==> src/rtl/pipelined_adder_pkg.sv <==
// Shared defaults and the result type for the pipelined adder.
// The optional overflow port is controlled by `define PIPELINED_ADDER_OVERFLOW_EN.
package pipelined_adder_pkg;

  localparam int DEFAULT_WIDTH  = 64;
  localparam int DEFAULT_STAGES = 4;

  typedef struct packed {
    logic                     c_out;
    logic [DEFAULT_WIDTH-1:0] sum;
  } result_t;

endpackage

==> src/rtl/adder_stage.sv <==
// One pipeline slice: adds chunk IDX using the carry registered by the previous slice
// and forwards operands, partial result and carry alongside a valid bit.
module adder_stage
  import pipelined_adder_pkg::*;
#(
  parameter int WIDTH = DEFAULT_WIDTH,
  parameter int CHUNK = DEFAULT_WIDTH / DEFAULT_STAGES,
  parameter int IDX   = 0
) (
  input  logic             clk,
  input  logic             rst_n,
  input  logic             valid_i,
  input  logic             ready_i,
  input  logic [WIDTH-1:0] a_i,
  input  logic [WIDTH-1:0] b_i,
  input  logic [WIDTH-1:0] sum_i,
  input  logic             carry_i,
  output logic             valid_o,
  output logic [WIDTH-1:0] a_o,
  output logic [WIDTH-1:0] b_o,
  output logic [WIDTH-1:0] sum_o,
  output logic             carry_o
);

  logic             valid_q;
  logic [WIDTH-1:0] a_q;
  logic [WIDTH-1:0] b_q;
  logic [WIDTH-1:0] sum_q;
  logic [WIDTH-1:0] sum_d;
  logic             carry_q;
  logic [CHUNK:0]   chunkSum;
  logic             load;

  assign load = !valid_q || ready_i;

  always_comb begin
    chunkSum = {1'b0, a_i[IDX*CHUNK +: CHUNK]} + {1'b0, b_i[IDX*CHUNK +: CHUNK]}
             + {{CHUNK{1'b0}}, carry_i};
    sum_d = sum_i;
    sum_d[IDX*CHUNK +: CHUNK] = chunkSum[CHUNK-1:0];
  end

  // Data only moves with a real beat, so a stalled result stays put and bubbles cost no toggles.
  always_ff @(posedge clk or negedge rst_n) begin
    if (!rst_n) begin
      valid_q <= 1'b0;
      a_q     <= '0;
      b_q     <= '0;
      sum_q   <= '0;
      carry_q <= 1'b0;
    end else if (load) begin
      valid_q <= valid_i;
      if (valid_i) begin
        a_q     <= a_i;
        b_q     <= b_i;
        sum_q   <= sum_d;
        carry_q <= chunkSum[CHUNK];
      end
    end
  end

  assign valid_o = valid_q;
  assign a_o     = a_q;
  assign b_o     = b_q;
  assign sum_o   = sum_q;
  assign carry_o = carry_q;

endmodule

==> src/rtl/pipelined_adder.sv <==
// Carry-pipelined adder/subtractor with valid/ready flow control on both sides.
// Define PIPELINED_ADDER_OVERFLOW_EN to add the signed overflow output.
module pipelined_adder
  import pipelined_adder_pkg::*;
#(
  parameter int WIDTH  = DEFAULT_WIDTH,
  parameter int STAGES = DEFAULT_STAGES
) (
  input  logic             clk,
  input  logic             rst_n,
  input  logic             in_valid,
  output logic             in_ready,
  input  logic [WIDTH-1:0] a,
  input  logic [WIDTH-1:0] b,
  input  logic             c_in,
  input  logic             sub,
  output logic             out_valid,
  input  logic             out_ready,
`ifdef PIPELINED_ADDER_OVERFLOW_EN
  output logic             overflow,
`endif
  output logic [WIDTH-1:0] sum,
  output logic             c_out
);

  localparam int CHUNK = WIDTH / STAGES;

  if (WIDTH < 2 || STAGES < 1 || STAGES > WIDTH || (WIDTH % STAGES) != 0) begin : g_bad_params
    $error("pipelined_adder: WIDTH=%0d must be >=2 and divisible by STAGES=%0d (1..WIDTH)",
           WIDTH, STAGES);
  end

  logic [WIDTH-1:0]  opA [STAGES+1];
  logic [WIDTH-1:0]  opB [STAGES+1];
  logic [WIDTH-1:0]  res [STAGES+1];
  logic              carry [STAGES+1];
  logic [STAGES:0]   vld;
  logic [STAGES-1:0] downReady;
  logic              unusedTail;

  assign vld[0]   = in_valid;
  assign opA[0]   = a;
  assign opB[0]   = b ^ {WIDTH{sub}};
  assign res[0]   = '0;
  assign carry[0] = c_in;

  // A slice can hand off when the sink is ready or any slice further down has a hole.
  for (genvar k = 0; k < STAGES; k++) begin : g_stage
    if (k == STAGES - 1) begin : g_last
      assign downReady[k] = out_ready;
    end else begin : g_mid
      assign downReady[k] = out_ready || !(&vld[STAGES:k+2]);
    end

    adder_stage #(
      .WIDTH (WIDTH),
      .CHUNK (CHUNK),
      .IDX   (k)
    ) u_stage (
      .clk     (clk),
      .rst_n   (rst_n),
      .valid_i (vld[k]),
      .ready_i (downReady[k]),
      .a_i     (opA[k]),
      .b_i     (opB[k]),
      .sum_i   (res[k]),
      .carry_i (carry[k]),
      .valid_o (vld[k+1]),
      .a_o     (opA[k+1]),
      .b_o     (opB[k+1]),
      .sum_o   (res[k+1]),
      .carry_o (carry[k+1])
    );
  end

  assign in_ready  = !vld[1] || downReady[0];
  assign out_valid = vld[STAGES];
  assign sum       = res[STAGES];
  assign c_out     = carry[STAGES];

`ifdef PIPELINED_ADDER_OVERFLOW_EN
  // Carry into the MSB is recovered from the MSB sum bit and its two operand bits.
  assign overflow = opA[STAGES][WIDTH-1] ^ opB[STAGES][WIDTH-1]
                  ^ res[STAGES][WIDTH-1] ^ carry[STAGES];
`endif

  assign unusedTail = ^{opA[STAGES], opB[STAGES]};

endmodule

==> config.mk <==
export PLATFORM = sky130hd
export DESIGN_NAME = pipelined_adder
export DESIGN_NICKNAME = d
export VERILOG_FILES = /design/src/rtl/pipelined_adder_pkg.sv /design/src/rtl/adder_stage.sv /design/src/rtl/pipelined_adder.sv
export SDC_FILE = /design/constraint.sdc
export NUM_CORES = 1
export LEC_CHECK = 0
export ABC_AREA = 1
export CORE_MARGIN = 1
export CORE_UTILIZATION = 56
export CTS_BUF_LIST = sky130_fd_sc_hd__clkbuf_16
export DETAILED_ROUTE_END_ITERATION = 8
export GPL_TIMING_DRIVEN = 0
export PLACE_DENSITY = 0.79
export SYNTH_ARGS = -nofsm -noshare
export SYNTH_HDL_FRONTEND = slang
export SYNTH_HIERARCHICAL = 1
export SYNTH_SLANG_ARGS = --single-unit
export TNS_END_PERCENT = 5
==> constraint.sdc <==
create_clock -name clk -period 2 [get_ports clk]
set_clock_uncertainty 0.1 [all_clocks]
set_input_delay 0.6 -clock clk [delete_from_list [all_inputs] [get_ports clk]]
set_output_delay 0.6 -clock clk [all_outputs]
set_load 0.01 [all_outputs]
* Word-level counts from Yosys, hierarchy flattened
Cells that the tools add are included.
** Cells by class
- Bitwise logic cells :: 1
- Reduce and logical (&&, ||, !) cells :: 18
- Add/sub/neg operators :: 8
** Operator list (count)
- adder 16 x 16 -> 17 bit :: 4
- adder 17 x 1 -> 17 bit :: 4
- bitwise XOR 64 bit :: 1
- AND reduction 2 bit :: 5
- logical NOT 1 bit :: 6
- logical OR 1 bit :: 6
- AND reduction 3 bit :: 1
** Word-level totals
- Output and inout port bits :: 67
- Bits in registers :: 552

* Longest topological paths before layout
- Depth after elaboration :: 5
- Depth in mapped cells :: 13
- Gate-level depth less buffers :: 12

* Hierarchy
The synthesis kept the hierarchy.
** Modules (own cells, without submodules)
- adder_stage at g_stage[0].u_stage ... :: times used 2, cells an instance 992, area an instance 8250.4 um2, seq. area each 4854.7 um2
- adder_stage at g_stage[3].u_stage :: times used 1, cells an instance 993, area an instance 8216.6 um2, seq. area each 4854.7 um2
- adder_stage at g_stage[1].u_stage :: times used 1, cells an instance 992, area an instance 8210.4 um2, seq. area each 4854.7 um2
- pipelined_adder :: times used 1, cells an instance 80, area an instance 698.2 um2, seq. area each 0.0 um2

* Least setup slack after synthesis
OpenSTA, ideal clock, no wires.
- Path type :: in2reg
- From :: in sub
- To :: reg g_stage[0].u_stage.sum_q[6]
- Setup time :: 0.117 ns
- Required time :: 1.783 ns
- Slack :: -0.533 ns
- Buffers on the path :: 1
- Data arrival time :: 2.316 ns
- Cell stages on the path :: 11
- Cells stage by stage :: buf_6 xor2_1 fa_1 fa_1 nand2_1 nand2_1 nand3_1 nand2_1 or2_0 nand3_1 nand2_1
** RTL lines
- from (decl) :: RTL line pipelined_adder.sv:16 : input logic sub,
- to (signal assigned) :: RTL line adder_stage.sv:56 : sum_q <= sum_d;
- to (decl) :: RTL line adder_stage.sv:28 : logic [WIDTH-1:0] sum_q;

* Final worst setup path
- From :: reg g_stage[3].u_stage.valid_q
- To :: out in_ready
** On the way
- Longest elaborated chain between the ends :: 4
** RTL lines
- from (decl) :: RTL line adder_stage.sv:25 : logic valid_q;
- from (signal assigned) :: RTL line adder_stage.sv:52 : valid_q <= valid_i;
- AND reduction 3 bit :: RTL line pipelined_adder.sv:52 : assign downReady[k] = out_ready || !(&vld[STAGES:k+2]);
- logical NOT 1 bit :: RTL line pipelined_adder.sv:52
- logical OR 1 bit :: RTL line pipelined_adder.sv:52
- logical OR 1 bit :: RTL line pipelined_adder.sv:76 : assign in_ready = !vld[1] || downReady[0];
- to (decl) :: RTL line pipelined_adder.sv:12 : output logic in_ready,
No other way between the ends.

==> flow_results.xml <==
<?xml version="1.0" encoding="UTF-8"?>
<metrics>
  <group name="sta">
    <metric name="layout_worst_path_cycle_share" unit="">1.07</metric>
    <metric name="relSlewSlack" unit="">0.454</metric>
    <metric name="max_clock_freq" unit="MHz">466</metric>
    <metric name="fin_worst_hold_slack" unit="ns">0.0322</metric>
    <metric name="final.min_clock_period" unit="ns">2.15</metric>
    <metric name="final-setup-viol-count" unit="">20</metric>
    <metric name="slew_at_the_pin_with_the_worst_max_slew_slack" unit="ns">0.819</metric>
    <metric name="setup_ws" unit="ns">-0.147</metric>
    <metric name="drv_slew" unit="">0</metric>
    <metric name="grt_setup_unrepaired" unit="">true</metric>
    <metric name="timing_hold_violations_final" unit="">0</metric>
  </group>
  <group name="critical_path">
    <metric name="worstRegToRegCells" unit="">9</metric>
    <metric name="arrival" unit="ns">1.45</metric>
    <metric name="critical_path.startpoint" unit="">g_stage[3].u_stage/valid_o$_DFFE_PN0N_</metric>
    <metric name="setup.reg_to_reg.worst_slack" unit="ns">-0.05</metric>
    <metric name="endpoint_kind" unit="">output pin</metric>
    <metric name="critical_path_max_stage_delay" unit="ns">0.43</metric>
    <metric name="crit_type" unit="">reg2out</metric>
    <metric name="worstPathRequired" unit="ns">1.30</metric>
    <metric name="capture_instance_of_the_worst_register_to_register_path" unit="">g_stage[2].u_stage/sum_o[40]$_DFFE_PN0P_</metric>
    <metric name="critical-path-slowest-cell" unit="">sky130_fd_sc_hd__dfrtp_2</metric>
    <metric name="critical_path.startpoint_type" unit="">flop</metric>
    <metric name="critical_path.cell_chain" unit="">nand2_2, nor2_4, nand3_2, buf_6</metric>
    <metric name="worstPathMaxFanout" unit="">5</metric>
    <metric name="r2r_start" unit="">g_stage[1].u_stage/carry_o$_DFFE_PN0P_</metric>
  </group>
  <group name="finish">
    <metric name="layout_overhead_on_the_synthesized_area" unit="%">22.9</metric>
    <metric name="insertedDiodeCount" unit="">0</metric>
    <metric name="post_layout_nonfiller_instances" unit="">3008</metric>
    <metric name="layout.nets" unit="">2779</metric>
    <metric name="drive_gt1_frac" unit="">0.0967</metric>
    <metric name="finish.instance_area" unit="µm²">22200</metric>
  </group>
  <group name="route">
    <metric name="met3_length" unit="µm">1810</metric>
    <metric name="routed_wire_length" unit="µm">44700</metric>
    <metric name="avgRoutedWirePerCell" unit="µm">14.9</metric>
    <metric name="route.layer.met1.wl" unit="µm">19500</metric>
    <metric name="route.antenna.remaining_nets" unit="">0</metric>
    <metric name="met2RoutedLength" unit="µm">22300</metric>
    <metric name="post_drt_via_cell_ratio" unit="">5.04</metric>
    <metric name="drc_errors" unit="">0</metric>
    <metric name="num_vias" unit="">15200</metric>
    <metric name="routed.top_layer" unit="">met4</metric>
    <metric name="drt_first_iter_violations" unit="">948</metric>
    <metric name="detailedRoute.firstPassIterationCount" unit="">5</metric>
  </group>
  <group name="clocking">
    <metric name="cts_max_path_buffers" unit="">3</metric>
    <metric name="cts_hold_repair_buffers" unit="">0</metric>
    <metric name="clkLatencyLatePin" unit="ns">0.53</metric>
    <metric name="cts-buffers-inserted" unit="">38</metric>
    <metric name="root_buffer_cell" unit="">sky130_fd_sc_hd__clkbuf_16</metric>
    <metric name="cts-htree-levels" unit="">2</metric>
    <metric name="clk_transition_reported_paths" unit="ns">0.06</metric>
    <metric name="numClockSinks" unit="">360</metric>
    <metric name="tritoncts" unit="">done</metric>
  </group>
  <group name="floorplan">
    <metric name="floorplan.initialDensity" unit="">0.572</metric>
    <metric name="top_level_ports" unit="">201</metric>
    <metric name="die_h" unit="µm">182</metric>
    <metric name="dieWidth" unit="µm">182</metric>
    <metric name="design.die.area" unit="µm²">33000</metric>
    <metric name="floorplan.rows" unit="">65</metric>
    <metric name="core_region_area" unit="µm²">31600</metric>
  </group>
  <group name="flow_run">
    <metric name="maxCapViolCount" unit="">0</metric>
  </group>
  <group name="power">
    <metric name="power.leakage" unit="µW">0.0125</metric>
    <metric name="power_density" unit="nW/µm²">1340</metric>
    <metric name="ir_worst_vdd" unit="mV">0.591</metric>
  </group>
  <group name="yosys">
    <metric name="synthesis.area" unit="µm²">18100</metric>
    <metric name="synth.yosys.warnings" unit="">6</metric>
    <metric name="synthesis.instances" unit="">2315</metric>
    <metric name="synth.net_count" unit="">2517</metric>
    <metric name="syn_area_per_cell" unit="µm²">7.81</metric>
  </group>
  <group name="global_route">
    <metric name="grt.total_usage" unit="">0.276</metric>
    <metric name="grt_max_degree" unit="">129</metric>
    <metric name="grt_pass1_vias" unit="">14900</metric>
    <metric name="grt_first_pass_wirelength" unit="µm">72900</metric>
    <metric name="gr-total-overflow" unit="">0</metric>
    <metric name="grt_antenna_before_repair" unit="">0</metric>
  </group>
  <group name="run_status">
    <metric name="violations_in_the_final_reports" unit="">negative setup slack</metric>
    <metric name="status" unit="">finished, violations left</metric>
  </group>
  <group name="placement">
    <metric name="routabilityCongestion" unit="">0.908</metric>
    <metric name="total_of_buffers_placed_on_input_and_output_ports" unit="">199</metric>
    <metric name="place_area" unit="µm²">20600</metric>
    <metric name="place_hpwl" unit="µm">32800</metric>
    <metric name="dpl.cell_count" unit="">2918</metric>
  </group>
  <group name="worst_hold_path">
    <metric name="worst_min_delay_path_category" unit="">in2async</metric>
  </group>
</metrics>
==> through the flow <==
stage	total power (µW)	util	worst slack, ns	TNS [ns]
2_1_floorplan	18700	-	-0.383	-4.10
3_3_place_gp	22600	0.651	-14.73	-5404.15
3_5_place_dp	22900	0.653	-0.861	-124.81
4_1_cts	29700	0.694	-0.186	-0.684
5_1_grt	32100	0.703	-0.170	-3.32
6_report	29800	0.703	-0.147	-0.902
==> timing repair <==
action / 4_1_cts / 5_1_grt
buffers inserted: 6 / 15
setup endpoints to repair: 107 / 58
pin swaps: 17 / 35
gates resized for setup: 107 / 59
==> placed cells by master, fill, tap and decap left out, drive strengths merged, types with 16 or more instances in the layout <==
cell type and instances:
nand3 73, nor2 53, clkdlybuf4s50 121, buf 106, o21ai 22, dlygate4sd2 69, inv 161, nand2 1314
ha 60, a21oi 40, dfrtp 360, xor2 65, or2 16, clkbuf 63
==> power breakdown <==
group          total [µW]  switching [µW]  internal [µW]
clock network        6890            2830           4060
logic               11600            7060           4550
registers           11300            1520           9810
total               29800           11400          18400
==> cell type report <==
type,instances,area [µm²]
Clock inverter,30,256
Inverter,152,576
Timing Repair Buffer,222,2130
Sequential cell,360,9010
Clock buffer,39,976
Tap cell,402,503
Multi-Input combinational cell,1699,8040
Fill cell,2568,9400
Buffer,104,746
==> worst max-delay path: cells and delay by family, from the launching register on <==
kind                   cells  cell delay, ns
DFF                        1            0.43
and+or+nand+nor            3            0.35
buffers and inverters      1            0.14
==> registers in the layout, summed over array words and instances, names as in the netlist <==
signal	count
g_stage.u_stage/sum_o	160
g_stage.u_stage/a_o	96
g_stage.u_stage/b_o	96
g_stage.u_stage/carry_o	4
g_stage.u_stage/valid_o	4
==> metal layers <==
| layer | GRT usage | vias up |
|---|---|---|
| met4 | 0.0797 | 0 |
| met5 | 0 | - |
| met1 | 0.362 | 7170 |
| li1 | - | 7569 |
| met2 | 0.482 | 341 |
| met3 | 0.0349 | 71 |
==> how the worst max path moves through the flow <==
stage | end | depth (start not counted)
after CTS | in_ready | 4
after floorplan | g_stage[0].u_stage/sum_o[6]$_DFFE_PN0P_ | 11
after global routing | in_ready | 4
after detailed placement | g_stage[0].u_stage/sum_o[12]$_DFFE_PN0P_ | 11
final | in_ready | 4
after global placement | g_stage[0].u_stage/b_o[40]$_DFFE_PN0P_ | 1
Note: power is estimated with default switching activity, not from simulation.
